### src/rtl/light_pen_detector.sv
`default_nettype none
// ============================================================================
//  Module      : light_pen_detector
//  Description : Converts the raw light-pen photodiode input into a single
//                cycle write strobe plus the binary pixel address that was
//                lit when the pen saw light. The scan position is delayed to
//                line up with the synchronised pen signal. The pen must stay
//                high on one pixel for DEBOUNCE_CYCLES cycles before a hit
//                is accepted. A continuous dwell on one pixel then yields
//                only one strobe.
//  Ports       : clk      - system clock
//                rst      - synchronous reset, active-high
//                pen_in   - raw photodiode comparator output (asynchronous)
//                pen_en   - detection enable; low aborts and blocks detection
//                scan_row - one-hot row currently lit
//                scan_col - one-hot column currently lit
//                we       - one-cycle write strobe
//                hit_row  - binary row of the last accepted hit
//                hit_col  - binary column of the last accepted hit
//                hit_cnt  - accepted-hit counter, wraps 255 -> 0
//                busy     - high while qualifying, firing or holding off
//  Revision    : 1.0  initial release
// ============================================================================
module light_pen_detector #(
   parameter int SYNC_STAGES     = 2,
   parameter int PEN_LAT         = 2,
   parameter int DEBOUNCE_CYCLES = 4,
   parameter int HOLDOFF_CYCLES  = 16
) (
   input  logic       clk,
   input  logic       rst,
   input  logic       pen_in,
   input  logic       pen_en,
   input  logic [7:0] scan_row,
   input  logic [7:0] scan_col,
   output logic       we,
   output logic [2:0] hit_row,
   output logic [2:0] hit_col,
   output logic [7:0] hit_cnt,
   output logic       busy
);

   localparam int DLY = SYNC_STAGES + PEN_LAT;
   localparam int QW  = $clog2(DEBOUNCE_CYCLES + 1);
   localparam int HW  = $clog2(HOLDOFF_CYCLES + 1);

   localparam logic [QW-1:0] QONE = QW'(1);
   localparam logic [QW-1:0] QMAX = QW'(DEBOUNCE_CYCLES);
   localparam logic [HW-1:0] HONE = HW'(1);
   localparam logic [HW-1:0] HMIN = HW'(HOLDOFF_CYCLES - 1);
   localparam logic [HW-1:0] HMAX = HW'(HOLDOFF_CYCLES);

   localparam logic [1:0] ST_IDLE = 2'd0;
   localparam logic [1:0] ST_QUAL = 2'd1;
   localparam logic [1:0] ST_FIRE = 2'd2;
   localparam logic [1:0] ST_HOLD = 2'd3;

   logic [SYNC_STAGES-1:0] sync_q;
   logic                   pen_s;
   logic [15:0]            pos_pipe_q [DLY];
   logic [15:0]            pos_dly;
   logic                   pos_ok;

   logic [1:0]             state_q, state_d;
   logic [QW-1:0]          qcnt_q, qcnt_d, qcnt_inc;
   logic [HW-1:0]          hcnt_q, hcnt_d;
   logic [15:0]            cand_q, cand_d;
   logic [2:0]             hit_row_q, hit_col_q;
   logic [7:0]             hit_cnt_q;
   logic                   fire_d;

   function automatic logic onehot8(input logic [7:0] v);
      return (v != 8'd0) && ((v & (v - 8'd1)) == 8'd0);
   endfunction

   // Only one-hot vectors ever reach this encoder, so priority is moot.
   function automatic logic [2:0] enc8(input logic [7:0] v);
      logic [2:0] idx;
      idx = 3'd0;
      for (int i = 0; i < 8; i++) begin
         if (v[i]) idx = 3'(i);
      end
      return idx;
   endfunction

   // ---------------------------------------------------------------------
   // Pen synchroniser and scan-position delay line. The delay covers both
   // the synchroniser and the optical latency, so pos_dly is the pixel
   // that was lit when the light now appearing on pen_s was emitted.
   // ---------------------------------------------------------------------
   always_ff @(posedge clk) begin
      if (rst) begin
         sync_q <= '0;
         for (int i = 0; i < DLY; i++) pos_pipe_q[i] <= '0;
      end else begin
         sync_q        <= {sync_q[SYNC_STAGES-2:0], pen_in};
         pos_pipe_q[0] <= {scan_row, scan_col};
         for (int i = 1; i < DLY; i++) pos_pipe_q[i] <= pos_pipe_q[i-1];
      end
   end

   assign pen_s    = sync_q[SYNC_STAGES-1];
   assign pos_dly  = pos_pipe_q[DLY-1];
   assign pos_ok   = onehot8(pos_dly[15:8]) && onehot8(pos_dly[7:0]);
   assign qcnt_inc = qcnt_q + QONE;

   // ---------------------------------------------------------------------
   // Detection state machine
   // ---------------------------------------------------------------------
   always_comb begin
      state_d = state_q;
      qcnt_d  = qcnt_q;
      hcnt_d  = hcnt_q;
      cand_d  = cand_q;
      case (state_q)
         ST_IDLE: begin
            if (pen_en && pen_s && pos_ok) begin
               cand_d = pos_dly;
               qcnt_d = QONE;
               if (DEBOUNCE_CYCLES == 1) state_d = ST_FIRE;
               else                      state_d = ST_QUAL;
            end
         end
         ST_QUAL: begin
            // A change of pixel mid-qualification restarts from IDLE, which
            // may immediately pick up the new pixel on the following cycle.
            if (!pen_s || !pos_ok || (pos_dly != cand_q)) begin
               state_d = ST_IDLE;
               qcnt_d  = '0;
            end else begin
               qcnt_d = qcnt_inc;
               if (qcnt_inc == QMAX) state_d = ST_FIRE;
            end
         end
         ST_FIRE: begin
            state_d = ST_HOLD;
            qcnt_d  = '0;
            hcnt_d  = '0;
         end
         default: begin
            // Leave only once the holdoff has elapsed and the pen has moved
            // off the pixel (or lost light), so one dwell gives one strobe.
            if ((hcnt_q >= HMIN) && ((pos_dly != cand_q) || !pen_s)) begin
               state_d = ST_IDLE;
            end else if (hcnt_q != HMAX) begin
               hcnt_d = hcnt_q + HONE;
            end
         end
      endcase
      if (!pen_en) begin
         state_d = ST_IDLE;
         qcnt_d  = '0;
         cand_d  = '0;
      end
   end

   assign fire_d = (state_d == ST_FIRE);

   always_ff @(posedge clk) begin
      if (rst) begin
         state_q   <= ST_IDLE;
         qcnt_q    <= '0;
         hcnt_q    <= '0;
         cand_q    <= '0;
         hit_row_q <= '0;
         hit_col_q <= '0;
         hit_cnt_q <= '0;
      end else begin
         state_q <= state_d;
         qcnt_q  <= qcnt_d;
         hcnt_q  <= hcnt_d;
         cand_q  <= cand_d;
         // Address and count change together with the strobe so the LED
         // driver sees a consistent address while we is high.
         if (fire_d) begin
            hit_row_q <= enc8(cand_d[15:8]);
            hit_col_q <= enc8(cand_d[7:0]);
            hit_cnt_q <= hit_cnt_q + 8'd1;
         end
      end
   end

   assign we      = (state_q == ST_FIRE);
   assign busy    = (state_q != ST_IDLE);
   assign hit_row = hit_row_q;
   assign hit_col = hit_col_q;
   assign hit_cnt = hit_cnt_q;

endmodule
`default_nettype wire

### config.mk
export PLATFORM = sky130hd
export DESIGN_NAME = light_pen_detector
export DESIGN_NICKNAME = d
export VERILOG_FILES = /design/src/rtl/light_pen_detector.sv
export SDC_FILE = /design/constraint.sdc
export NUM_CORES = 1
export LEC_CHECK = 0
export CELL_PAD_IN_SITES_DETAIL_PLACEMENT = 1
export CELL_PAD_IN_SITES_GLOBAL_PLACEMENT = 1
export CORE_MARGIN = 2
export CORE_UTILIZATION = 48
export CTS_BUF_LIST = sky130_fd_sc_hd__clkbuf_8 sky130_fd_sc_hd__clkbuf_16
export DETAILED_ROUTE_END_ITERATION = 16
export GPL_ROUTABILITY_DRIVEN = 0
export PLACE_DENSITY = 0.89
export RECOVER_POWER = 25
export SETUP_SLACK_MARGIN = 0.5
export SYNTH_ARGS = -nofsm -noshare
export SYNTH_HDL_FRONTEND = slang
export SYNTH_SLANG_ARGS = --single-unit
### constraint.sdc
create_clock -name clk -period 8.8 [get_ports clk]
set_input_delay 1.76 -clock clk [delete_from_list [all_inputs] [get_ports clk]]
set_output_delay 1.76 -clock clk [all_outputs]
set_load 0.1 [all_outputs]
# == Word-level counts from Yosys, hierarchy flattened ==
# Memory sizes are Yosys's and may differ from the RTL's.
# Index checks and enable logic that the tools add are counted.
# word_totals
register_bits,42
memories,1
mem_bits_rw,64
output_inout_bits,16
inputBits,20
# memory_table
memory,depth,word_bits,read_ports,rd_clocked_by_memory_dff,write_ports,line_no,text
pos_pipe_q,4,16,4,0,4,60,logic [15:0] pos_pipe_q [DLY];
# classes
bitwise,8
n_lt_le_gt_ge,1
reduce_logical,24
add_sub_neg,5
muxes,36
n_eq_ne,8
# ops
op,n
2-to-1 mux 16 bit,7
2-to-1 mux 3 bit,14
AND 8 bit,2
zero test 8 bit,2
!= test 16 bit,1
nonzero test 8 bit,2
subtractor 8 x 1 -> 8 bit (second input constant),2
2-to-1 mux 2 bit,5
2-to-1 mux 5 bit,2
one-hot mux 5 bit (2 select lines),1
one-hot mux 3 bit (3 select lines),1
adder 8 x 1 -> 8 bit (second input constant),1
logical AND 1 bit,6
one-hot mux 2 bit (3 select lines),1
adder 5 x 1 -> 5 bit (second input constant),1
>= comparator 5 x 4 -> 1 bit (second input constant),1
2-to-1 mux 1 bit,5
!= test 5 bit (second input constant),1
== test 2 bit (second input constant),2
!= test 2 bit (second input constant),2
bitwise OR 1 bit,4
AND reduction 2 bit,2
nonzero test 2 bit,2
OR reduction 2 bit,2
other kinds (9),13

# == Logic depth before layout (Yosys ltp) ==
# An unclocked memory read counts as a cell.
# depth
depth_word,17
mapped_depth,11
depth_no_buf,10

# == Least setup slack after synthesis ==
# Ideal clock, no wire load.
# synth_timing
kind,input to register
startpoint,input pen_en
endpoint,register hit_cnt_q[4] (netlist: hit_cnt[4])
slack_ps,5456
t_arrival_ps,3274
cell_stages,7
required_time_ps,8730
path_cell_list,and2_1 > a41oi_1 > a31o_1 > a22oi_2 > buf_6 > or4_1 > a21oi_1
# synth_between
elab_chain_len,6
# synth_lines
item,line_no,text
start: declaration,33,"input logic pen_en,"
logical AND 1 bit (2 in a row),117,if (pen_en && pen_s && pos_ok) begin
2-to-1 mux 2 bit,117,
one-hot mux 2 bit (3 select lines),115,case (state_q)
2-to-1 mux 2 bit (*),150,if (!pen_en) begin
== test 2 bit (*),157,assign fire_d = (state_d == ST_FIRE);
end signal: assignment,178,hit_cnt_q <= hit_cnt_q + 8'd1;
end: declaration,69,logic [7:0] hit_cnt_q;
# Every way passes the cells marked *; elsewhere a longest branch is shown, timed or not.
# A chain may end at the register's enable or synchronous reset.

# == Final worst setup path ==
# layout_timing
startpoint,input rst
endpoint,register cand_q[8]
# layout_between
elab_chain_len,1
# layout_lines
item,line_no,text
start: declaration,31,"input logic rst,"
OR reduction 2 bit (no source line),--,
end signal: assignment,172,cand_q <= cand_d;
end: declaration,67,"logic [15:0] cand_q, cand_d;"
# No other way between the ends.

==> summary.md <==
| Metric | Value |
|---|---|
| Outcome | `finished, violations left` |
| Failing checks | `capacitance limit, slew limit` |
| Via count | `3409` |
| Synth async-reset ratio | `0%` |
| Critical path class | `primary input to register` |
| Placed cell areas | `0.00476 mm2` |
| ANT cells | `0` |
| Vias in the first global route | `about 3600` |
| Die footprint | `between 0.009 and 0.01 mm2` |
| Netlist cell types | `56` |
| Delay-heaviest family, CP | `buffers and inverters` |
| Seq cells post-synth | `106` |
| Post-CTS setup buffers | `0` |
| H-Tree Depth | `3` |
| Post_cts resized | `0` |
| Die Wd | `99.5 um` |
| Storage element area | `0.00212 mm2` |
| FILL cells | `about 1000` |
| Finished Cell Area | `0.00495 mm2` |
| Post-Syn Area | `0.00438 mm2` |
| Syn nets | `500` |
| Critical Path AT | `5.44 ns` |
| Max incr delay on CP | `around 2.6 ns` |
| CTS tree | `built` |
| Setup TNS | `0 ns` |
| Top cell type's share of synthesized area | `48.4%` |
| Ys Warns | `0` |
| Post-DP HPWL | `approximately 7000 um` |
| Leakage | `1.98 nW` |
| Actual slew at the worst max-slew pin | `3.75 ns` |
| Drc violations | `0` |
| Post-synth top area cell | `dfxtp_1` |
| Largest net degree at the start of global routing | `93` |
| Number of synthesized flops with an enable pin | `0` |
| NumNets Final | `roughly 520` |
| # setup viols final | `0` |
| P_int | `619 uW` |
| CTS Buffer Depth | `2` |
| Unrepaired setup endpoints after global routing | `no` |
| Max-Slew Margin vs Limit | `-150%` |
| Initial antenna violation count | `0` |
| Die Y | `between 90 and 100 um` |
| # hold bufs at CTS | `0` |
| Worst clock skew | `about 0.015 ns` |
| Total gr overflow | `0` |
| Top Ports | `36` |
| Final antenna-violating net count | `0` |
| Root buf cell | `clkbuf_8` |
| Critical-path cell list | `buf_2 -> clkbuf_1 -> nand2b_1 -> nor2_1` |
| Total GRT Usage | `21.3%` |
| Worst Setup End Kind | `register` |
| Clock Power Share | `about a third` |
| Multi-input gate area | `0.00209 mm2` |
| Max Cap Violations | `1` |
| Peak VDD IR | `0.000150 V` |
| Average vias per placed instance | `5.63` |
| Later-pin clock latency in the skew report | `0.37 ns` |
| Area Growth Syn to Fin | `13.0%` |
| Fraction of layout cells with a size suffix above 1 | `under 10%` |
| Required @ worst endpoint | `roughly 9 ns` |
| DR pass1 iterations | `4` |
| Sw Share | `24.5%` |
| Most area-consuming cells after synthesis | `dfxtp_1 (48%), nor2b_1 (10%), nor2_1 (3.8%)` |
| Main synth FF type | `dfxtp_1` |
| Gate power share | `between 4 and 5%` |
| Routed WL | `10100 um` |
| Number of clock sinks | `106` |
| CP max stage cell | `clkbuf_1` |
| Flop pwr share | `between 60% and 70%` |
| Crit path buffers/inverters | `2` |
| Routed len/inst | `16.7 um` |
| HP Class | `register to register` |
| Register area share after synthesis | `roughly half` |
| Iteration-0 DRC Markers | `207` |
| Global-route wire length before repair | `17000 um` |
| Row count | `34` |
| Syn Area/Cell | `~9.3 um2` |
| CTS clk-pin slew, worst paths | `0.11 ns` |
| Initial Utilization | `49.7%` |
| Final Hold Fails | `0` |
| Post-Syn Instances | `470` |
| Peak Freq | `0.192 GHz` |
| Input/output buffers | `35` |
| Power Density | `166 mW/mm2` |
| Core Box Area | `0.00881 mm2` |
| Crit-path max FO | `92` |
| CTS buffer count | `9` |
| P_sw | `201 uW` |
| Fin crit period | `about 5.2 ns` |
| Max-slew violations | `93` |
| Fin crit share | `between 50 and 60%` |
| Critical path launch point type | `primary input` |
cell usage in the layout (no fill, tap or decap), types with 7 or more instances in the layout:
cell	n
dfxtp_1	106
nor2b_1	72
nor2_1	44
clkdlybuf4s50_1	34
a21oi_1	28
nor4_1	16
nand2_1	15
inv_1	14
mux2i_1	14
xor2_1	13
nor3_1	10
nand3_1	10
ha_1	10
o21ai_1	9
clkbuf_8	9
o21ai_0	7
o31ai_1	7
or4_1	7
sequential cells by signal, indices dropped and copies added, names as in the netlist:
signal and cells:
hcnt_q 5, hit_row 3, qcnt_q 3, hit_col 3
hit_cnt 8, state_q 2, pos_pipe_q 64, sync_q 2
cand_q 16
synth_stat cells (all sizes together) (2+ instances only):
| cell | instances |
|---|---|
| and3 | 5 |
| a41o | 2 |
| or4 | 8 |
| a22oi | 2 |
| clkbuf | 19 |
| o21ai | 16 |
| nor4b | 2 |
| nand3 | 10 |
| o21bai | 2 |
| mux2i | 14 |
| nand2 | 15 |
| nand4 | 5 |
| o31ai | 7 |
| nor2 | 44 |
| dfxtp | 106 |
| buf | 7 |
| nor2b | 72 |
| ha | 10 |
| nor4 | 18 |
| a21oi | 28 |
| nor3 | 10 |
| or3 | 3 |
| o31a | 4 |
| xnor2 | 5 |
| xor2 | 13 |
| inv | 14 |
| or4b | 2 |
| and2 | 4 |
| nand2b | 5 |
cell families (layout without fill, tap and decap cells):
logic type | Yosys count | in the layout | share of synthesized area, %
buf+inv | 40 | 67 | 3.83
fa+ha+maj | 11 | 11 | 3.11
compound gates | 72 | 72 | 10.5
xor+xnor | 18 | 18 | 3.60
mux | 14 | 14 | 3.20
simple gates | 209 | 209 | 27.4
flops | 106 | 106 | 48.4
power by group through the flow:
stage / logic [mW] / registers (mW) / clock network, mW
2_1_floorplan: 0.0246 / 0.503 / 0
3_3_place_gp: 0.0354 / 0.505 / 0
6_report: 0.0375 / 0.495 / 0.288
4_1_cts: 0.0374 / 0.495 / 0.294
5_1_grt: 0.0413 / 0.496 / 0.315
3_5_place_dp: 0.0370 / 0.506 / 0
per-layer routing:
layer	GRT usage (%)	vias to the layer above	routed length (um)
li1	-	1658	-
met2	37.2	66	5040
met4	7.59	0	228
met3	4.85	19	350
met1	25.7	1666	4460
met5	0	-	0
path summary, 6_finish.rpt:
kind                                                  start                     endpoint  slack (ns)  cells after the start
worst max register to register  pos_pipe_q[3][9]$_SDFF_PP0_      hit_cnt[3]$_SDFFE_PP0N_        5.11                      8
worst min register to register  pos_pipe_q[1][9]$_SDFF_PP0_  pos_pipe_q[2][9]$_SDFF_PP0_        0.44                      1
worst max-delay path                                    rst       cand_q[8]$_SDFFE_PP0P_        3.58                      4
worst min-delay path            pos_pipe_q[1][9]$_SDFF_PP0_  pos_pipe_q[2][9]$_SDFF_PP0_        0.44                      1
layout make-up:
| cell class | count | area share (%) |
|---|---|---|
| sequential | 106 | 42.9 |
| multi-input combinational | 324 | 42.3 |
| timing repair buffer | 37 | 7.21 |
| tap | 108 | 2.73 |
| clock buffer | 9 | 2.50 |
| clock inverter | 7 | 1.37 |
| inverter | 14 | 1.06 |
through the flow:
step	instances	power [mW]	setup WS [ns]	hold slack (ns)	utilization [%]
floorplan	470	0.528	5.46	0.414	-
CTS	605	0.826	4.54	0.449	56.2
global route	605	0.852	3.13	0.460	56.2
finish	605	0.820	3.58	0.443	56.2
global placement	589	0.540	4.68	0.416	54.1
detailed placement	589	0.543	4.53	0.425	54.1
(Power assumes the default switching activity.)
